### src/rtl/macc_mch.sv
// Multi-channel multiply-accumulate: PARALLEL_IN products per beat are summed and
// accumulated per channel with per-packet bias, saturation, output cast and optional ReLU.
module macc_mch #(
    parameter int PARALLEL_IN = 4,
    parameter int DATA1_WIDTH = 16,
    parameter int DATA1_INT   = 2,
    parameter int DATA2_WIDTH = 16,
    parameter int DATA2_INT   = 2,
    parameter int BIAS_WIDTH  = 16,
    parameter int BIAS_INT    = 4,
    parameter int ACC_WIDTH   = 40,
    parameter int CHANNELS    = 4,
    parameter int DOUT_WIDTH  = 32,
    parameter int DOUT_INT    = 14,
    parameter int RELU        = 0,
    localparam int CHW = (CHANNELS > 1) ? $clog2(CHANNELS) : 1
) (
    input  logic                               clk,
    input  logic                               rst,
    input  logic [PARALLEL_IN*DATA1_WIDTH-1:0] din1,
    input  logic [PARALLEL_IN*DATA2_WIDTH-1:0] din2,
    input  logic [BIAS_WIDTH-1:0]              bias,
    input  logic [CHW-1:0]                     din_ch,
    input  logic                               din_valid,
    input  logic                               last,
    output logic [DOUT_WIDTH-1:0]              dout,
    output logic [CHW-1:0]                     dout_ch,
    output logic                               dout_valid,
    output logic                               dout_ovf
);

    localparam int FA         = (DATA1_WIDTH - DATA1_INT) + (DATA2_WIDTH - DATA2_INT);
    localparam int PW         = DATA1_WIDTH + DATA2_WIDTH;
    localparam int SW         = PW + $clog2(PARALLEL_IN);
    localparam int BIAS_SHIFT = FA - (BIAS_WIDTH - BIAS_INT);
    localparam int OUT_SHIFT  = FA - (DOUT_WIDTH - DOUT_INT);
    localparam int AW1        = ACC_WIDTH + 1;
    localparam int CW         = ((ACC_WIDTH > DOUT_WIDTH) ? ACC_WIDTH : DOUT_WIDTH) + 1;

    localparam logic signed [ACC_WIDTH-1:0] ACC_MAX = {1'b0, {(ACC_WIDTH-1){1'b1}}};
    localparam logic signed [ACC_WIDTH-1:0] ACC_MIN = {1'b1, {(ACC_WIDTH-1){1'b0}}};
    localparam logic signed [CW-1:0] DOUT_MAX_W = {{(CW-DOUT_WIDTH+1){1'b0}}, {(DOUT_WIDTH-1){1'b1}}};
    localparam logic signed [CW-1:0] DOUT_MIN_W = {{(CW-DOUT_WIDTH+1){1'b1}}, {(DOUT_WIDTH-1){1'b0}}};

    // Stage 1: lane products
    logic signed [PW-1:0]         prod_d   [PARALLEL_IN];
    logic signed [PW-1:0]         s1_prod_q[PARALLEL_IN];
    logic signed [BIAS_WIDTH-1:0] s1_bias_q;
    logic [CHW-1:0]               s1_ch_q;
    logic                         s1_last_q;
    logic                         s1_valid_q, s1_valid_d;
    logic [31:0]                  ch_ext;

    // Stage 2: adder tree
    logic signed [SW-1:0]         sum_d, s2_sum_q;
    logic signed [BIAS_WIDTH-1:0] s2_bias_q;
    logic [CHW-1:0]               s2_ch_q;
    logic                         s2_last_q;
    logic                         s2_valid_q;

    // Stage 3: per-channel accumulators
    logic signed [ACC_WIDTH-1:0]  acc_q [CHANNELS];
    logic signed [ACC_WIDTH-1:0]  acc_d [CHANNELS];
    logic [CHANNELS-1:0]          open_q, open_d;
    logic [CHANNELS-1:0]          ovf_q, ovf_d;
    logic signed [ACC_WIDTH-1:0]  bias_al, acc_base, acc_new;
    logic signed [AW1-1:0]        acc_wide;
    logic                         acc_sat, ovf_new;
    logic signed [ACC_WIDTH-1:0]  r3_acc_q;
    logic [CHW-1:0]               r3_ch_q;
    logic                         r3_ovf_q;
    logic                         r3_valid_q;

    // Output cast
    logic signed [ACC_WIDTH-1:0]  out_shifted;
    logic signed [CW-1:0]         out_wide;
    logic                         out_sat;
    logic [DOUT_WIDTH-1:0]        out_cast, out_res;
    logic [DOUT_WIDTH-1:0]        dout_q, dout_d;
    logic [CHW-1:0]               dout_ch_q, dout_ch_d;
    logic                         dout_valid_q;
    logic                         dout_ovf_q, dout_ovf_d;

    // Out-of-range channels never enter the pipeline.
    always_comb begin
        ch_ext     = 32'(din_ch);
        s1_valid_d = din_valid && (ch_ext < 32'(CHANNELS));
        for (int i = 0; i < PARALLEL_IN; i++) begin
            prod_d[i] = PW'($signed(din1[i*DATA1_WIDTH +: DATA1_WIDTH]))
                      * PW'($signed(din2[i*DATA2_WIDTH +: DATA2_WIDTH]));
        end
    end

    always_comb begin
        sum_d = '0;
        for (int i = 0; i < PARALLEL_IN; i++) begin
            sum_d = sum_d + SW'(s1_prod_q[i]);
        end
    end

    // A closed channel starts from the aligned bias instead of the stale accumulator.
    always_comb begin
        bias_al  = ACC_WIDTH'(s2_bias_q) <<< BIAS_SHIFT;
        acc_base = open_q[s2_ch_q] ? acc_q[s2_ch_q] : bias_al;
        acc_wide = AW1'(acc_base) + AW1'(s2_sum_q);
        acc_sat  = acc_wide[AW1-1] != acc_wide[AW1-2];
        if (acc_sat) begin
            acc_new = acc_wide[AW1-1] ? ACC_MIN : ACC_MAX;
        end else begin
            acc_new = acc_wide[ACC_WIDTH-1:0];
        end
        ovf_new = (open_q[s2_ch_q] && ovf_q[s2_ch_q]) || acc_sat;

        acc_d  = acc_q;
        open_d = open_q;
        ovf_d  = ovf_q;
        if (s2_valid_q) begin
            acc_d[s2_ch_q]  = acc_new;
            open_d[s2_ch_q] = !s2_last_q;
            ovf_d[s2_ch_q]  = s2_last_q ? 1'b0 : ovf_new;
        end
    end

    always_comb begin
        out_shifted = r3_acc_q >>> OUT_SHIFT;
        out_wide    = CW'(out_shifted);
        out_sat     = (out_wide > DOUT_MAX_W) || (out_wide < DOUT_MIN_W);
        if (out_sat) begin
            out_cast = out_wide[CW-1] ? DOUT_MIN_W[DOUT_WIDTH-1:0] : DOUT_MAX_W[DOUT_WIDTH-1:0];
        end else begin
            out_cast = out_wide[DOUT_WIDTH-1:0];
        end
        out_res = out_cast;
        if ((RELU != 0) && out_cast[DOUT_WIDTH-1]) begin
            out_res = '0;
        end

        dout_d     = dout_q;
        dout_ch_d  = dout_ch_q;
        dout_ovf_d = dout_ovf_q;
        if (r3_valid_q) begin
            dout_d     = out_res;
            dout_ch_d  = r3_ch_q;
            dout_ovf_d = r3_ovf_q || out_sat;
        end
    end

    always_ff @(posedge clk or negedge rst) begin
        if (!rst) begin
            for (int i = 0; i < PARALLEL_IN; i++) begin
                s1_prod_q[i] <= '0;
            end
            s1_bias_q    <= '0;
            s1_ch_q      <= '0;
            s1_last_q    <= 1'b0;
            s1_valid_q   <= 1'b0;
            s2_sum_q     <= '0;
            s2_bias_q    <= '0;
            s2_ch_q      <= '0;
            s2_last_q    <= 1'b0;
            s2_valid_q   <= 1'b0;
            for (int c = 0; c < CHANNELS; c++) begin
                acc_q[c] <= '0;
            end
            open_q       <= '0;
            ovf_q        <= '0;
            r3_acc_q     <= '0;
            r3_ch_q      <= '0;
            r3_ovf_q     <= 1'b0;
            r3_valid_q   <= 1'b0;
            dout_q       <= '0;
            dout_ch_q    <= '0;
            dout_valid_q <= 1'b0;
            dout_ovf_q   <= 1'b0;
        end else begin
            s1_prod_q    <= prod_d;
            s1_bias_q    <= $signed(bias);
            s1_ch_q      <= din_ch;
            s1_last_q    <= last;
            s1_valid_q   <= s1_valid_d;
            s2_sum_q     <= sum_d;
            s2_bias_q    <= s1_bias_q;
            s2_ch_q      <= s1_ch_q;
            s2_last_q    <= s1_last_q;
            s2_valid_q   <= s1_valid_q;
            acc_q        <= acc_d;
            open_q       <= open_d;
            ovf_q        <= ovf_d;
            r3_acc_q     <= acc_new;
            r3_ch_q      <= s2_ch_q;
            r3_ovf_q     <= ovf_new;
            r3_valid_q   <= s2_valid_q && s2_last_q;
            dout_q       <= dout_d;
            dout_ch_q    <= dout_ch_d;
            dout_valid_q <= r3_valid_q;
            dout_ovf_q   <= dout_ovf_d;
        end
    end

    assign dout       = dout_q;
    assign dout_ch    = dout_ch_q;
    assign dout_valid = dout_valid_q;
    assign dout_ovf   = dout_ovf_q;

endmodule
### config.mk
export PLATFORM = sky130hd
export DESIGN_NAME = macc_mch
export DESIGN_NICKNAME = d
export VERILOG_FILES = /design/src/rtl/macc_mch.sv
export SDC_FILE = /design/constraint.sdc
export NUM_CORES = 2
export LEC_CHECK = 0
export ABC_AREA = 1
export CAP_MARGIN = 20
export CORE_ASPECT_RATIO = 0.75
export CORE_UTILIZATION = 45
export CTS_BUF_LIST = sky130_fd_sc_hd__clkbuf_16
export DETAILED_ROUTE_END_ITERATION = 12
export GPL_TIMING_DRIVEN = 0
export PLACE_DENSITY = 0.68
export SLEW_MARGIN = 20
export SYNTH_ARGS = -nofsm -noshare
export SYNTH_HDL_FRONTEND = slang
export SYNTH_SLANG_ARGS = --single-unit
### constraint.sdc
create_clock -name clk -period 10.85 [get_ports clk]
set_input_delay 2.17 -clock clk [delete_from_list [all_inputs] [get_ports clk]]
set_output_delay 2.17 -clock clk [all_outputs]
set_load 0.05 [all_outputs]
==> impl_metrics.yaml <==
run_status:
  run_status: "finished clean"
die:
  placement_rows: 117
  placeableCoreArea_um2: 136600
  pin_count: 186
  die_w_um: 431.7
  initial_core_util: 0.4564
  design.die.area_um2: 140000
  fp.dieH_um: 324.3
drt:
  avgRoutedWirePerCell_um: 18.32
  remaining_drc_errors: 0
  wl_mm: 173.6
  vias_per_cell: 5.045
  first_iter_violations: 4071
  dr_total_vias: 47830
  final_antenna_net_count: 0
  dr.pass1.iters: 6
cts:
  cts_htree_levels: 2
  cts-root-to-sink-buffers: 3
  cts_made_buffers: 44
  clock_sinks: 439
  clkTransAtPathRegs_ns: 0.07
  clk-insertion-delay-late_ns: 0.59
  hold_buffers: 0
  cts_setup_buffers: 0
  clock_tree_from_tritoncts: "built"
  clk_root_buffer_cell: "clkbuf_16"
  cts-resized-gates: 0
worst_setup_path:
  critical_path.max_fanout: 10
  r2r_start: "s2_ch_q[0]"
  reg2reg_setup_slack_ns: 5.82
  critPathCaptureType: "register"
  worst_ep_required_time_ns: 11.29
  critical_path.startpoint: "din1[31]"
  crit_arrival_ns: 9.04
  criticalPathCategory: "in2reg"
  critical_path.startpoint_type: "input port"
  worstRegToRegCells: 24
  crit_reg_reg_endpoint: "acc_q[69]"
  cp-endpoint: "s1_prod_q[91]"
yosys:
  synth_cell_type_count: 50
  synth.net_count: 9133
  synth_top_flop_cell: "dfrtp_1"
  mappedNetlistArea_um2: 62330
  ys_seq_elements: 439
  number_of_synthesized_flops_with_an_enable_pin: 0
  synth_async_sr_flop_share: 1.000
  synthCells: 7468
  syn_area_per_cell_um2: 8.346
  synthesis.yosys.warnings: 0
  synth.yosys.seq_area_share: 0.1762
grt:
  grt_use_total: 0.2549
  grt_pass1_vias: 49560
  grt.overflow.total: 0
  grt_pass1_wl_mm: 279.2
  initial_antenna_violation_count: 5
  grt_start_max_net_pins: 99
place:
  dpl.cell_count: 9396
  place.detailed.hpwl_mm: 148.2
  gp_congestion: 0.9985
  port-buffer-count: 80
timing:
  timing.final.hold_violations: 0
  final.hold.worst_slack_ns: 0.3438
  achievable-frequency_ghz: 0.1164
  slew_headroom: 0.4210
  clock_skew_ns: 0.02833
  fin_crit_sh: 0.7919
  timing.final.max_slew_violations: 0
  layout_min_cycle_time_ns: 8.593
  worst_pin_slew_ns: 0.8685
  grt_setup_unrepaired: "false"
  finalSetupViolCount: 0
finish:
  final_layout_size_suffix_gt1_frac: 0.03354
  num-nets-final: 9263
  filler_cell_count: 13110
  stdcell_count: 9479
  areaGrowthSynthToFinish_pct: 7.700
flow_run:
  maxCapViolations: 0
worst_hold_path:
  number_of_cells_on_the_worst_hold_path: 0
  worst_hold_check_path_type: "reg2reg"
routing by layer:
layer  track usage  part of all wire  wire length [um]
met1        0.3753              0.45             77830
met2        0.3954              0.45             77950
met3       0.04541             0.084             14580
met4       0.04795             0.019              3240
met5             0           0.00018                32
placed cells by master (no fill, tap or decap), types with 5 or more instances in the layout:
cell type	netlist	routed
clkbuf_16	0	45
inv_1	1855	1858
a21o_1	36	36
a31oi_1	29	29
clkbuf_1	269	269
clkinv_1	5	13
a41oi_1	15	15
a21boi_0	8	8
nor2_2	8	8
bufinv_16	0	8
dfrtp_1	439	439
nand3_1	107	107
nand2_2	21	21
mux2_2	32	32
buf_2	17	17
a22oi_1	43	43
clkinv_2	0	5
or2_2	19	19
fa_1	1114	1114
a221oi_1	8	8
o211ai_1	8	8
xnor2_1	74	74
nand2_4	60	60
o21ai_0	99	99
a21oi_1	175	175
o21bai_1	25	25
clkdlybuf4s50_1	0	79
nor3_1	26	26
xor2_1	121	121
nand2_1	2108	2108
nor2_1	260	260
nand4_1	35	35
ha_1	401	401
cell type report:
cell class                      instances  area, um2  area share
Clock buffer                           45       1126     0.01677
Buffer                                299       1237     0.01843
Inverter                             1862       6989      0.1041
Multi-Input combinational cell       4868      43120      0.6423
Sequential cell                       439      10990      0.1636
Tap cell                             1844       2307     0.03437
Antenna cell                            2      5.005  0.00007455
Clock inverter                         36      445.4    0.006635
Timing Repair Buffer                   84      915.9     0.01364
worst min-delay path by stage:
stage                  from  slack (ns)      endpoint
6_report       s1_bias_q[3]        0.34  s2_bias_q[3]
5_1_grt          s1_valid_q        0.35    s2_valid_q
4_1_cts        s1_bias_q[3]        0.34  s2_bias_q[3]
3_5_place_dp   s1_bias_q[7]        0.34  s2_bias_q[7]
3_3_place_gp   s1_bias_q[5]        0.33  s2_bias_q[5]
2_1_floorplan  s1_bias_q[0]        0.33  s2_bias_q[0]
critical path, cell delays in order:
cell	delay, ns
clkdlybuf4s50_1	0.72
clkbuf_1	0.50
nand2_1	0.23
fa_1	0.58
inv_1	0.08
fa_1	0.81
fa_1	0.54
fa_1	0.51
fa_1	0.49
inv_1	0.05
fa_1	0.47
inv_1	0.04
ha_1	0.41
nand2_1	0.15
nor3_1	0.33
nand2_1	0.10
o211ai_1	0.35
nand2_1	0.09
nand2_1	0.08
xor2_1	0.33
cells by family after synthesis:
group	Yosys count	synth area share
buffers and inverters	2161	0.1320
AOI/OAI and AO/OA	465	0.04509
xor gates and xnor gates	195	0.02740
adders and majority gates	1515	0.4383
muxes	32	0.005781
DFF	439	0.1762
and+or+nand+nor	2661	0.1752
Yosys cell counts (25+ instances only):
cell type | count | area share
nor2_1 | 260 | 0.016
dfrtp_1 | 439 | 0.18
nand2_1 | 2108 | 0.13
inv_1 | 1855 | 0.11
a21o_1 | 36 | 0.0043
clkbuf_1 | 269 | 0.016
a22oi_1 | 43 | 0.0052
fa_1 | 1114 | 0.36
mux2_2 | 32 | 0.0058
a31oi_1 | 29 | 0.0029
o21bai_1 | 25 | 0.0030
nand4_1 | 35 | 0.0035
nor3_1 | 26 | 0.0021
xnor2_1 | 74 | 0.010
ha_1 | 401 | 0.080
nand3_1 | 107 | 0.0086
a21oi_1 | 175 | 0.014
nand2_4 | 60 | 0.011
xor2_1 | 121 | 0.017
o21ai_0 | 99 | 0.0079
flip-flops by register name, summed over array words and instances, names as in the netlist, 2 cells and up:
register,cells
acc_q,160
dout,31
dout_ch,2
open_q,4
ovf_q,4
r3_acc_q,30
r3_ch_q,2
s1_bias_q,16
s1_ch_q,2
s1_prod_q,128
s2_bias_q,16
s2_ch_q,2
s2_sum_q,34
per-stage QoR:
stage / setup slack (ns) / instance area (um2) / utilization / TNS (ns)
2_1_floorplan: 3.303 / 62330 / - / 0
3_3_place_gp: -11.07 / 65440 / 0.4791 / -4814.59
3_5_place_dp: 1.830 / 65550 / 0.4800 / 0
4_1_cts: 2.417 / 67120 / 0.4915 / 0
5_1_grt: 1.935 / 67130 / 0.4915 / 0
6_report: 2.257 / 67130 / 0.4915 / 0
Power is left out: the tool's default activity adds up to more than one toggle a clock period on the data nets, which glitch-free logic cannot reach.
